$ cat config.mk
export PLATFORM = sky130hd
export DESIGN_NAME = conv_window_sched
export DESIGN_NICKNAME = d
export VERILOG_FILES = /design/src/rtl/funcPckg.sv /design/src/rtl/im2ColPckg.sv /design/src/rtl/win_stepper.sv /design/src/rtl/conv_window_sched.sv
export SDC_FILE = /design/constraint.sdc
export NUM_CORES = 1
export LEC_CHECK = 0
export CORE_UTILIZATION = 45
export CTS_BUF_LIST = sky130_fd_sc_hd__clkbuf_4
export CTS_CLUSTER_SIZE = 10
export DETAILED_ROUTE_END_ITERATION = 10
export HOLD_SLACK_MARGIN = 0.02
export PLACE_DENSITY = 0.69
export SETUP_SLACK_MARGIN = 0.02
export SYNTH_ARGS = -nofsm -noshare
export SYNTH_HDL_FRONTEND = slang
export SYNTH_HIERARCHICAL = 1
export SYNTH_SLANG_ARGS = --single-unit
$ cat constraint.sdc
create_clock -name iClk -period 7.14 [get_ports iClk]
set_input_delay 1.428 -clock iClk [delete_from_list [all_inputs] [get_ports iClk]]
set_output_delay 1.428 -clock iClk [all_outputs]
set_load 0.01 [all_outputs]
$ cat src/rtl/funcPckg.sv
// rtl/funcPckg.sv - shared helper functions used across the im2col slice
package funcPckg;

  // Ceiling log2, so a power-of-two size yields its exponent.
  function automatic int log2(input int value);
    int result;
    result = 0;
    for (int i = 0; i < 31; i++) begin
      if ((1 << i) < value) result = i + 1;
    end
    return result;
  endfunction

endpackage

$ cat src/rtl/im2ColPckg.sv
// rtl/im2ColPckg.sv - im2col request types plus the frame scheduler's state and config
package im2ColPckg;

  localparam int cImgMax      = 64;
  localparam int cAddrW       = funcPckg::log2(cImgMax);
  localparam int cMaxKerWidth = 8;
  localparam int cKerW        = funcPckg::log2(cMaxKerWidth) + 1;
  localparam int cWdogCycles  = 16;
  localparam int cWdogW       = funcPckg::log2(cWdogCycles) + 1;

  typedef struct packed {
    logic              dv;
    logic [cAddrW-1:0] x;
    logic [cAddrW-1:0] y;
    logic [cKerW-1:0]  kerWidth;
  } tIm2ColIn;

  typedef enum logic [1:0] {
    sIdle,
    sIssue,
    sWait,
    sFin
  } tSchedState;

  typedef struct packed {
    logic [cAddrW:0]  imgW;
    logic [cAddrW:0]  imgH;
    logic [cKerW-1:0] kerWidth;
    logic [1:0]       stride;
  } tSchedCfg;

endpackage

$ cat src/rtl/win_stepper.sv
// rtl/win_stepper.sv - raster window position register with next-x/next-y/last-window logic
module win_stepper
  import im2ColPckg::*;
(
  input  logic              iClk,
  input  logic              iRstN,
  input  logic              iClear,
  input  logic              iStep,
  input  tSchedCfg          iCfg,
  output logic [cAddrW-1:0] oX,
  output logic [cAddrW-1:0] oY,
  output logic              oLast
);

  // Two extra bits keep position + stride + kernel from wrapping at the image edge.
  localparam int cCmpW = cAddrW + 2;

  logic [cCmpW-1:0] xEnd;
  logic [cCmpW-1:0] yEnd;
  logic             xFits;
  logic             yFits;

  always_comb begin
    xEnd  = cCmpW'(oX) + cCmpW'(iCfg.stride) + cCmpW'(iCfg.kerWidth);
    yEnd  = cCmpW'(oY) + cCmpW'(iCfg.stride) + cCmpW'(iCfg.kerWidth);
    xFits = (xEnd <= cCmpW'(iCfg.imgW));
    yFits = (yEnd <= cCmpW'(iCfg.imgH));
    oLast = !xFits && !yFits;
  end

  always_ff @(posedge iClk or negedge iRstN) begin
    if (!iRstN) begin
      oX <= '0;
      oY <= '0;
    end else if (iClear) begin
      oX <= '0;
      oY <= '0;
    end else if (iStep) begin
      if (xFits) begin
        oX <= oX + cAddrW'(iCfg.stride);
      end else if (yFits) begin
        oX <= '0;
        oY <= oY + cAddrW'(iCfg.stride);
      end
    end
  end

endmodule

$ cat src/rtl/conv_window_sched.sv
// rtl/conv_window_sched.sv - frame scheduler issuing one im2col request per kernel window position
module conv_window_sched
  import im2ColPckg::*;
(
  input  logic              iClk,
  input  logic              iRstN,
  input  logic              iStart,
  input  logic              iAbort,
  input  logic [cAddrW:0]   iImgW,
  input  logic [cAddrW:0]   iImgH,
  input  logic [cKerW-1:0]  iKerWidth,
  input  logic [1:0]        iStride,
  output logic              oReqDv,
  output logic [cAddrW-1:0] oReqX,
  output logic [cAddrW-1:0] oReqY,
  output logic [cKerW-1:0]  oReqKerWidth,
  input  logic              iIm2ColDone,
  output logic              oBusy,
  output logic              oFrameDone,
  output logic              oCfgErr,
  output logic              oWdogErr,
  output logic [15:0]       oWinCount
);

  tSchedState        state;
  tSchedState        stateNxt;
  tSchedCfg          cfg;
  tIm2ColIn          req;
  logic [cWdogW-1:0] wdogCnt;
  logic [15:0]       winCount;
  logic              wdogErr;
  logic              cfgErr;
  logic              cfgValid;
  logic              accept;
  logic              reject;
  logic              doneOk;
  logic              wdogTimeout;
  logic              winLast;
  logic [cAddrW-1:0] winX;
  logic [cAddrW-1:0] winY;

  win_stepper uStepper (
    .iClk   (iClk),
    .iRstN  (iRstN),
    .iClear (accept),
    .iStep  (doneOk && !winLast),
    .iCfg   (cfg),
    .oX     (winX),
    .oY     (winY),
    .oLast  (winLast)
  );

  always_comb begin
    cfgValid = (iKerWidth >= cKerW'(1)) && (iKerWidth <= cKerW'(cMaxKerWidth)) &&
               (iStride != 2'd0) &&
               ((cAddrW+1)'(iKerWidth) <= iImgW) && ((cAddrW+1)'(iKerWidth) <= iImgH);
    accept      = (state == sIdle) && iStart && !iAbort && cfgValid;
    reject      = (state == sIdle) && iStart && !iAbort && !cfgValid;
    doneOk      = (state == sWait) && iIm2ColDone && !iAbort;
    wdogTimeout = (state == sWait) && !iIm2ColDone && !iAbort && (wdogCnt == '0);

    stateNxt = state;
    if (iAbort) begin
      stateNxt = sIdle;
    end else begin
      case (state)
        sIdle:   if (accept) stateNxt = sIssue;
        sIssue:  stateNxt = sWait;
        sWait: begin
          if (iIm2ColDone)      stateNxt = winLast ? sFin : sIssue;
          else if (wdogTimeout) stateNxt = sIdle;
        end
        sFin:    stateNxt = sIdle;
        default: stateNxt = sIdle;
      endcase
    end

    // Abort masks the strobes combinationally so nothing escapes in the abort cycle.
    req.dv       = (state == sIssue) && !iAbort;
    req.x        = winX;
    req.y        = winY;
    req.kerWidth = cfg.kerWidth;
  end

  always_ff @(posedge iClk or negedge iRstN) begin
    if (!iRstN) begin
      state    <= sIdle;
      cfg      <= '0;
      wdogCnt  <= '0;
      winCount <= '0;
      wdogErr  <= 1'b0;
      cfgErr   <= 1'b0;
    end else begin
      state  <= stateNxt;
      cfgErr <= reject;
      if (accept) begin
        cfg.imgW     <= iImgW;
        cfg.imgH     <= iImgH;
        cfg.kerWidth <= iKerWidth;
        cfg.stride   <= iStride;
        winCount     <= '0;
        wdogErr      <= 1'b0;
      end
      if (state == sIssue) wdogCnt <= cWdogW'(cWdogCycles - 1);
      else if (state == sWait && wdogCnt != '0) wdogCnt <= wdogCnt - cWdogW'(1);
      if (doneOk) winCount <= winCount + 16'd1;
      if (wdogTimeout) wdogErr <= 1'b1;
    end
  end

  assign oReqDv       = req.dv;
  assign oReqX        = req.x;
  assign oReqY        = req.y;
  assign oReqKerWidth = req.kerWidth;
  assign oBusy        = (state != sIdle);
  assign oFrameDone   = (state == sFin) && !iAbort;
  assign oCfgErr      = cfgErr;
  assign oWdogErr     = wdogErr;
  assign oWinCount    = winCount;

endmodule

; After elaboration in Yosys (flattened, before gate mapping)
; Index checks and enable logic that the tools add are counted.
[op_classes]
n_lt_le_gt_ge = 6
mux = 20
eq_ne = 6
n_addsub = 8
reduce_logical = 38
[op_table]
columns = op, count
row1 = 6-bit two-way mux, 8
row2 = 16-bit two-way mux, 2
row3 = 1-bit logical AND, 18
row4 = "16-bit by 1-bit adder with 16-bit output, second input constant", 1
row5 = 8-bit by 4-bit adder with 8-bit output, 2
row6 = 8-bit by 7-bit <= comparator with 1-bit output, 2
row7 = 6-bit by 2-bit adder with 7-bit output, 2
row8 = 4-bit by 7-bit <= comparator with 1-bit output, 2
row9 = 2-bit nonzero test, 7
row10 = 6-bit by 2-bit adder with 6-bit output, 2
row11 = 2-bit two-way mux, 5
row12 = 5-bit two-way mux, 2
row13 = 2-bit one-hot mux with 4 select lines, 1
row14 = 1-bit logical NOT, 6
row15 = 5-bit logical NOT, 1
row16 = 5-bit nonzero test, 1
row17 = "5-bit by 1-bit subtractor with 5-bit output, second input constant", 1
row18 = "2-bit equality test, second input constant", 2
row19 = "4-bit by 1-bit >= comparator with 1-bit output, second input constant", 1
row20 = "4-bit <= comparator, second input constant", 1
row21 = "4-bit != test, second input constant", 1
row22 = 2-bit AND reduction, 2
row23 = "3-bit != test, second input constant", 1
row24 = 3-bit AND reduction, 1
row25 = 5 further kinds, 6
[word_totals]
word_cells = 89
register_bits = 57
input_bits = 25

; Longest topological paths before layout
; Gate-level depths: netlist of run 1.
[depth]
word_depth = 9
ltp_mapped = 22
ltp_nobuf = 21

; Cells and area by module
; The synthesis of run 1 kept the hierarchy.
[modules_own_cells]
columns = mod, area_per_inst_um2, cells_each, seq_area_each_um2, instances
row1 = conv_window_sched, 2354.8, 228, 1126.1, 1
row2 = win_stepper, 1574.0, 178, 300.3, 1

; Worst setup path before layout of run 1
; No wires, ideal clock.
[synth_path]
path_kind = register -> register
startpoint = register cfg[1] (netlist name)
endpoint = register uStepper.oY[5]
required_time_ns = 7.013
t_arrival_ns = 4.421
setup_slack_ns = 2.591
path_buffers = 1
setup_time_ns = 0.127
stages_incl_launch_ff = 22
period_less_slack_ns = 4.549
cell_sequence = dfrtp_1 inv_1 fa_1 inv_1 ha_1 inv_1 fa_1 inv_1 a21o_1 a21oi_1 xnor2_1 ha_1 nand3_2 o211ai_1 o21bai_2 and3b_2 buf_2 nor2_1 inv_1 a211oi_4 nand4_1 mux2_1
[synth_between]
elab_chain_cells = 9
[synth_rtl]
columns = element, line_no
row1 = "start, declared", conv_window_sched.sv:27  ; tSchedCfg cfg;
row2 = "6-bit by 2-bit adder with 7-bit output, on equally long branches", "win_stepper.sv:24, win_stepper.sv:25"
row3 = "8-bit by 4-bit adder with 8-bit output, on equally long branches", "win_stepper.sv:24, win_stepper.sv:25"
row4 = "8-bit by 7-bit <= comparator with 1-bit output, on equally long branches", "win_stepper.sv:26, win_stepper.sv:27"
row5 = 1-bit logical NOT, win_stepper.sv:28  ; oLast = !xFits && !yFits;
row6 = 1-bit logical AND (*), win_stepper.sv:28
row7 = named net winLast, conv_window_sched.sv:38  ; logic winLast;
row8 = 1-bit logical NOT (*), conv_window_sched.sv:46  ; .iStep (doneOk && !winLast),
row9 = 1-bit logical AND (*), conv_window_sched.sv:46
row10 = 2-bit nonzero test (no line) (*), --
row11 = 3-bit AND reduction (no line) (*), --
row12 = "end signal, assigned", win_stepper.sv:43  ; oY <= oY + cAddrW'(iCfg.stride);
row13 = "end, declared", win_stepper.sv:11  ; output logic [cAddrW-1:0] oY,
; Mark *: on every way through the listed nets, which the timed path passes. The rest lies on a longest branch. The select of a mux whose other input is x is not followed.
; A chain may end at the register's enable or synchronous reset.

; Final worst setup path of run 1
[layout_path]
startpoint = register cfg[1] (netlist name)
endpoint = register uStepper.oY[4]
; The elaborated chain is that of the path after synthesis.

==> results of run 1 <==
[metrics by stage]
stage,power [mW],worst slack [ns]
after floorplan,0.8886,2.592
after global placement,1.046,2.387
after detailed placement,1.069,2.128
after CTS,1.373,2.114
after global routing,1.483,1.735
final,1.359,2.117
[state kept, by name, indices dropped and copies added, names as in the netlist]
signal / cells
cfg: 16
oWinCount: 16
uStepper/oX: 6
uStepper/oY: 6
wdogCnt: 5
oReqKerWidth: 4
state: 2
oCfgErr: 1
oWdogErr: 1
[worst max-delay path, stage by stage, from the launching register on]
cell	delay (ns)
dfrtp_1	0.51
inv_1	0.14
fa_1	0.48
inv_1	0.07
ha_1	0.16
inv_1	0.05
fa_1	0.41
inv_1	0.08
a21o_1	0.10
a21oi_1	0.07
xnor2_1	0.13
ha_1	0.31
nand3_2	0.11
o211ai_1	0.11
o21bai_2	0.39
and3b_2	0.32
nor2_1	0.31
inv_1	0.24
a211oi_4	0.44
nand4_1	0.15
mux2_1	0.32
[cells in the final DEF (no fill, tap or decap), types with 3 or more instances in the layout]
cell             count
or3_1                4
ha_1                41
dfrtp_1             57
clkdlybuf4s50_1     60
nor3_1               8
nand3_1             17
fa_1                 8
bufinv_16            3
nand2b_1             7
mux2_2              20
inv_1               44
clkinv_1             3
o21ai_0             15
o22ai_1              3
nand2_1             33
nor2_1              21
a21o_1               6
xnor2_1             10
nor2b_1             12
nand4_1              9
xor2_1               5
o211ai_1             9
a21oi_1             25
clkbuf_4             9
mux2_1               4
and3_1               6
[where the power goes]
group / switching (mW) / internal, mW / leakage [nW]
registers: 0.0661 / 0.380 / 0.725
logic: 0.326 / 0.289 / 1.39
clock network: 0.124 / 0.174 / 0.0887
total: 0.516 / 0.842 / 2.20
[cells by family (layout without fill, tap and decap cells)]
kind of cell	Yosys count	after routing	share of synthesized area (%)
compound gates	72	72	11.69
xor+xnor	15	15	3.344
fa+ha+maj	49	49	17.13
buf+inv	57	124	6.529
flops	57	57	36.31
mux	26	26	7.389
simple gates	130	130	17.61
[how the worst min path moves through the flow]
stage | end | cells past startpoint
5_1_grt | cfg[14] | 1
4_1_cts | cfg[14] | 1
2_1_floorplan | cfg[14] | 1
6_report | cfg[14] | 1
3_3_place_gp | cfg[14] | 1
3_5_place_dp | cfg[14] | 1
[final cells by class]
cell class                      instances  area (um2)
Tap cell                              105       131.4
Clock inverter                          7       108.9
Sequential cell                        57        1426
Clock buffer                            9       67.56
Inverter                               44       165.2
Multi-Input combinational cell        292        2252
Fill cell                             755        3548
Timing Repair Buffer                   64       640.6
[metal layers]
metal | track usage (%) | up-vias | share of wire [%]
li1 | - | 1534 | -
met1 | 26.58 | 1526 | 43
met2 | 36.96 | 78 | 50
met3 | 4.386 | 12 | 5.7
met4 | 7.214 | 0 | 1.4
met5 | 0 | - | 0
[Yosys cell counts (2+ instances only)]
cell	n	area (um2)
mux2i_1	2	20.02
xnor2_1	10	87.58
clkbuf_1	4	15.01
o21ai_1	2	10.01
fa_1	8	160.2
o21a_1	2	15.01
nor3_1	8	40.04
nor2b_1	12	75.07
nand2_1	33	123.9
nor2_1	21	78.83
buf_4	5	37.54
or3_1	4	25.02
inv_1	44	165.2
nand4_1	9	56.30
xor2_1	5	43.79
ha_1	41	513.0
o22ai_1	3	18.77
dfrtp_1	57	1426
a21o_1	6	45.04
o211ai_1	9	67.56
nand3_1	17	85.08
mux2_1	4	45.04
buf_6	3	33.78
and3_1	6	37.54
and3b_2	2	20.02
nor3b_1	2	15.01
o21ai_0	15	75.07
nand2b_1	7	43.79
mux2_2	20	225.2
a21oi_1	25	125.1
==> out/metrics.yaml, run 1 <==
num_rows: 33
dpl_cell_area_um2: 4616
r2r_end: "uStepper/oY[4]"
cts_made_buffers: 9
crit_path_start_kind: "flip-flop"
slew_headroom_pct: 16.85
place_hpwl_um: 6519
synth_cell_type_count: 50
cts_root_buffer: "clkbuf_4"
die_h_um: 95.44
cts_buffer_depth: 2
status: "complete, no violations"
nets: 542
finalClockSkew_ns: 0.01143
syn_area_um2: 3929
antenna_cells: 0
crit_type: "reg2reg"
irDropWorstVdd_mv: 0.1200
ff2ff_path_depth: 20
cp-endpoint: "uStepper/oY[4]"
min_period_over_period_pct: 70.36
syn_area_per_cell_um2: 9.677
cts.reportedPaths.clkPinSlew_ns: 0.10
ctsResizeCount: 0
critPathLaunch: "cfg[1]"
synth-edff-count: 0
vias: 3150
rr_startpoint: "cfg[1]"
slew_violations: 0
clkLatencyLatePin_ns: 0.41
holdBufCountCts: 0
gp_congestion: 0.8072
design_area_um2: 4792
postLayoutCoreUtil_pct: 57.46
worstPathArrival_ns: 5.31
rsz0062_at_grt: "false"
dpl.cell_count: 562
drc: 0
grt_antenna_before_repair: 0
cts_tree: "done"
drive_above_1_share_pct: 10.15
post_drt_wl_per_cell_um: 15.15
drtIter0Drc: 126
async_reset_ff_share_pct: 100.0
firstDrtPassIters: 4
synth_top_flop_cell: "dfrtp_1"
grt_use_total_pct: 21.41
die_area_um2: 9108
end_kind: "flip-flop"
regToRegSetupSlack_ns: 2.12
setup_viol: 0
worstHoldStart: "cfg[14]"
fp.dieW_um: 95.44
h-tree-depth: 3
tns_ns: 0
cp.required_ns: 7.43
hp-class: "reg2reg"
ant_nets: 0
core_area_um2: 8341
grt_pass1_vias: 3146
holdWs_ns: 0.5013
synthCells: 406
period_needed_ns: 5.023
ys_seq_area_share_pct: 36.31
drv_cap: 0
synth_seq_cells: 57
synth-warning-count: 6
area_growth_pct: 21.97
port-buffer-count: 61
hold_viol: 0
overflow: 0
vias_per_cell: 5.450
syn_nets: 480
max_freq_mhz: 199.1
finalNonFillerCells: 578
grt_pass1_wl_um: 14700
grt_max_degree: 58
worst_slew_pin_slew_ns: 1.238
cts_setup_buffers: 0
path_max_fanout: 8
cts_sinks: 57
leakage_nw: 2.205
ios: 62
power_density_nw_per_um2: 283.5
routed_wl_um: 8756
start_util_pct: 47.10
Power figures use the tool's default switching activity.
==> run 2, diff against run 1 <==
- clock period: 7.14 -> 5.2 ns (I/O delays scaled with it)
==> out/metrics.yaml, run 2 (synthesis results as in run 1) <==
cts_made_buffers: 9  # unchanged
slew_headroom_pct: 44.90  # +28 points
crit_type: "reg2reg"
intPower_mw: 1.028  # +22%
place_hpwl_um: 6662  # +2.2%
core_area_um2: 8341  # unchanged
power_density_nw_per_um2: 370.5  # +31%
dpl_cell_area_um2: 4626  # +0.22%
grt_antenna_before_repair: 0  # unchanged
clkLatencyLatePin_ns: 0.41  # about the same
firstDrtPassIters: 4  # unchanged
worst_slew_pin_slew_ns: 0.8247  # -0.4132 ns
max_stage_delay_ns: 0.56  # +0.05 ns
area_growth_pct: 20.89
crit_path_start_kind: "flip-flop"
drv_cap: 0  # unchanged
setup_viol: 0  # unchanged
final_common_cell: "clkdlybuf4s50_1"
num_rows: 33  # unchanged
path_max_fanout: 8  # unchanged
vias: 3121  # -0.92%
routed_wl_um: 8856  # +1.1%
grt_pass1_wl_um: 14620  # -0.52%
ant_nets: 0  # unchanged
antenna_cells: 0  # unchanged
cp_slowest_cell: "fa_1"
min_to: "cfg[14]"
cts_sinks: 57  # unchanged
timing.critical_path.mode_cell: "inv_1"
end_kind: "flip-flop"
finalClockSkew_ns: 0.009761  # -0.001671 ns
cp.required_ns: 5.51  # -1.92 ns
p_clk_share_pct: 15.9  # -6.0 points
port-buffer-count: 61  # unchanged
fp.dieW_um: 95.44  # unchanged
ios: 62  # unchanged
min_period_over_period_pct: 91.22  # +21 points
worstHoldStart: "cfg[14]"
cts_buffer_depth: 2  # unchanged
cts.reportedPaths.clkPinSlew_ns: 0.11  # about the same
r2r_end: "uStepper/oY[4]"
gp_congestion: 0.8210  # +1.7%
cts_root_buffer: "clkbuf_4"
irDropWorstVdd_mv: 0.1631  # +36%
postLayoutCoreUtil_pct: 56.95  # -0.51 points
status: "complete, no violations"
rsz0062_at_grt: "false"
power_mw: 1.760  # +30%
drc: 0  # unchanged
drive_above_1_share_pct: 11.34  # +1.2 points
grt_max_degree: 58  # unchanged
switching_share_pct: 41.59  # +3.6 points
worstPathCellList: "inv_1 > fa_1 > inv_1 > ha_1 > inv_1 > fa_1 > inv_1 > a21o_1 > a21oi_1 > xnor2_1 > ha_1 > a21o_1 > a21oi_1 > nand3_1 > and3b_2 > nor2_2 > inv_1 > a211oi_4 > nand4_1 > mux2_1"
seq_power_share_pct: 34.8  # +2.0 points
grt_pass1_vias: 3044  # -3.2%
min_path_cells: 1  # unchanged
ff2ff_path_depth: 20  # unchanged
pwr-share-comb_pct: 49.3  # +4.1 points
post_drt_wl_per_cell_um: 15.24  # +0.62%
hold_viol: 0  # unchanged
period_needed_ns: 4.744  # -0.2798 ns
die_h_um: 95.44  # unchanged
nets: 545  # +0.55%
die_area_um2: 9108  # unchanged
leakage_nw: 2.189  # -0.73%
overflow: 0  # unchanged
p_sw_uw: 731.8  # +42%
vias_per_cell: 5.372  # -1.4%
final_cell_mix: "clkdlybuf4s50_1, dfrtp_1, inv_1"
regToRegSetupSlack_ns: 0.46  # -1.66 ns
grt_use_total_pct: 21.47  # +0.056 points
max_freq_mhz: 210.8  # +5.9%
worstPathArrival_ns: 5.05  # -0.26 ns
start_util_pct: 47.10  # unchanged
cts_tree: "done"
slew_violations: 0  # unchanged
h-tree-depth: 3  # unchanged
rr_startpoint: "cfg[1]"
cts_setup_buffers: 0  # unchanged
design_area_um2: 4750  # -0.89%
tns_ns: 0  # unchanged
hp-class: "reg2reg"
drtIter0Drc: 117  # -7.1%
==> run 2: cell count changes in the layout (fill, tap and decap cells not counted), sizes merged <==
cell,before,now
bufinv,3,0
clkinv,3,4
buf,4,7
inv,44,45
clkinvlp,1,2
==> run 2: metrics by stage <==
step	hold slack, ns	std cells	setup WS (ns)
2_1_floorplan	0.4581	406	0.6515
3_3_place_gp	0.4736	565	0.4617
3_5_place_dp	0.4772	565	0.2314
4_1_cts	0.5004	581	0.2225
5_1_grt	0.5263	581	0.08691
6_report	0.4953	581	0.4564
==> run 2: worst max path at each step <==
stage,end,slack (ns),cells after the start,from
floorplan,uStepper/oY[5],0.65,21,cfg[1]
global route,uStepper/oY[5],0.09,20,cfg[1]
detailed placement,uStepper/oY[5],0.23,20,cfg[1]
finish,uStepper/oY[4],0.46,20,cfg[1]
CTS,uStepper/oY[5],0.22,20,cfg[1]
global placement,uStepper/oY[5],0.46,20,cfg[1]
==> run 2: area by class of cell <==
type | count | area (um2)
Tap cell | 105 | 131.4
Fill cell | 778 | 3591
Clock inverter | 7 | 46.29
Clock buffer | 9 | 67.56
Inverter | 44 | 165.2
Sequential cell | 57 | 1426
Timing Repair Buffer | 67 | 650.6
Multi-Input combinational cell | 292 | 2262
==> run 2: layer usage <==
metal	global-route usage (%)	vias to the layer above	routed length, um
met5	0	-	0
met4	5.846	0	129
met3	5.502	14	409
met2	36.55	79	4319
met1	26.96	1492	3998
li1	-	1536	-
==> run 2: power groups by stage <==
stage	Combinational, mW	Clock [mW]	Sequential (mW)
3_5_place_dp	0.853	0	0.623
3_3_place_gp	0.816	0	0.620
2_1_floorplan	0.621	0	0.599
4_1_cts	0.857	0.291	0.614
6_report	0.868	0.279	0.613
5_1_grt	0.982	0.309	0.626
==> run 2: critical path, delay by kind of cell (launching register included) <==
| family | cells | cell delay, ns |
|---|---|---|
| DFF | 1 | 0.51 |
| adders and majority gates | 4 | 1.25 |
| AOI/OAI and AO/OA | 5 | 1.09 |
| muxes | 1 | 0.33 |
| xor gates and xnor gates | 1 | 0.15 |
| buffers and inverters | 5 | 0.50 |
| and+or+nand+nor | 4 | 0.84 |
==> run 2: what timing repair did <==
| action | 4_1_cts | 5_1_grt |
|---|---|---|
| endpoints found under the hold margin | 0 | 0 |
| hold buffers | 0 | 0 |
| setup endpoints to repair | 0 | 4 |
| gates resized for setup | 0 | 2 |
==> run 3, diff against run 2 <==
- SETUP_SLACK_MARGIN: 0.02 -> unset
==> results of run 3 <==
No change in the layout: final DEF, timing and power equal those of run 2.
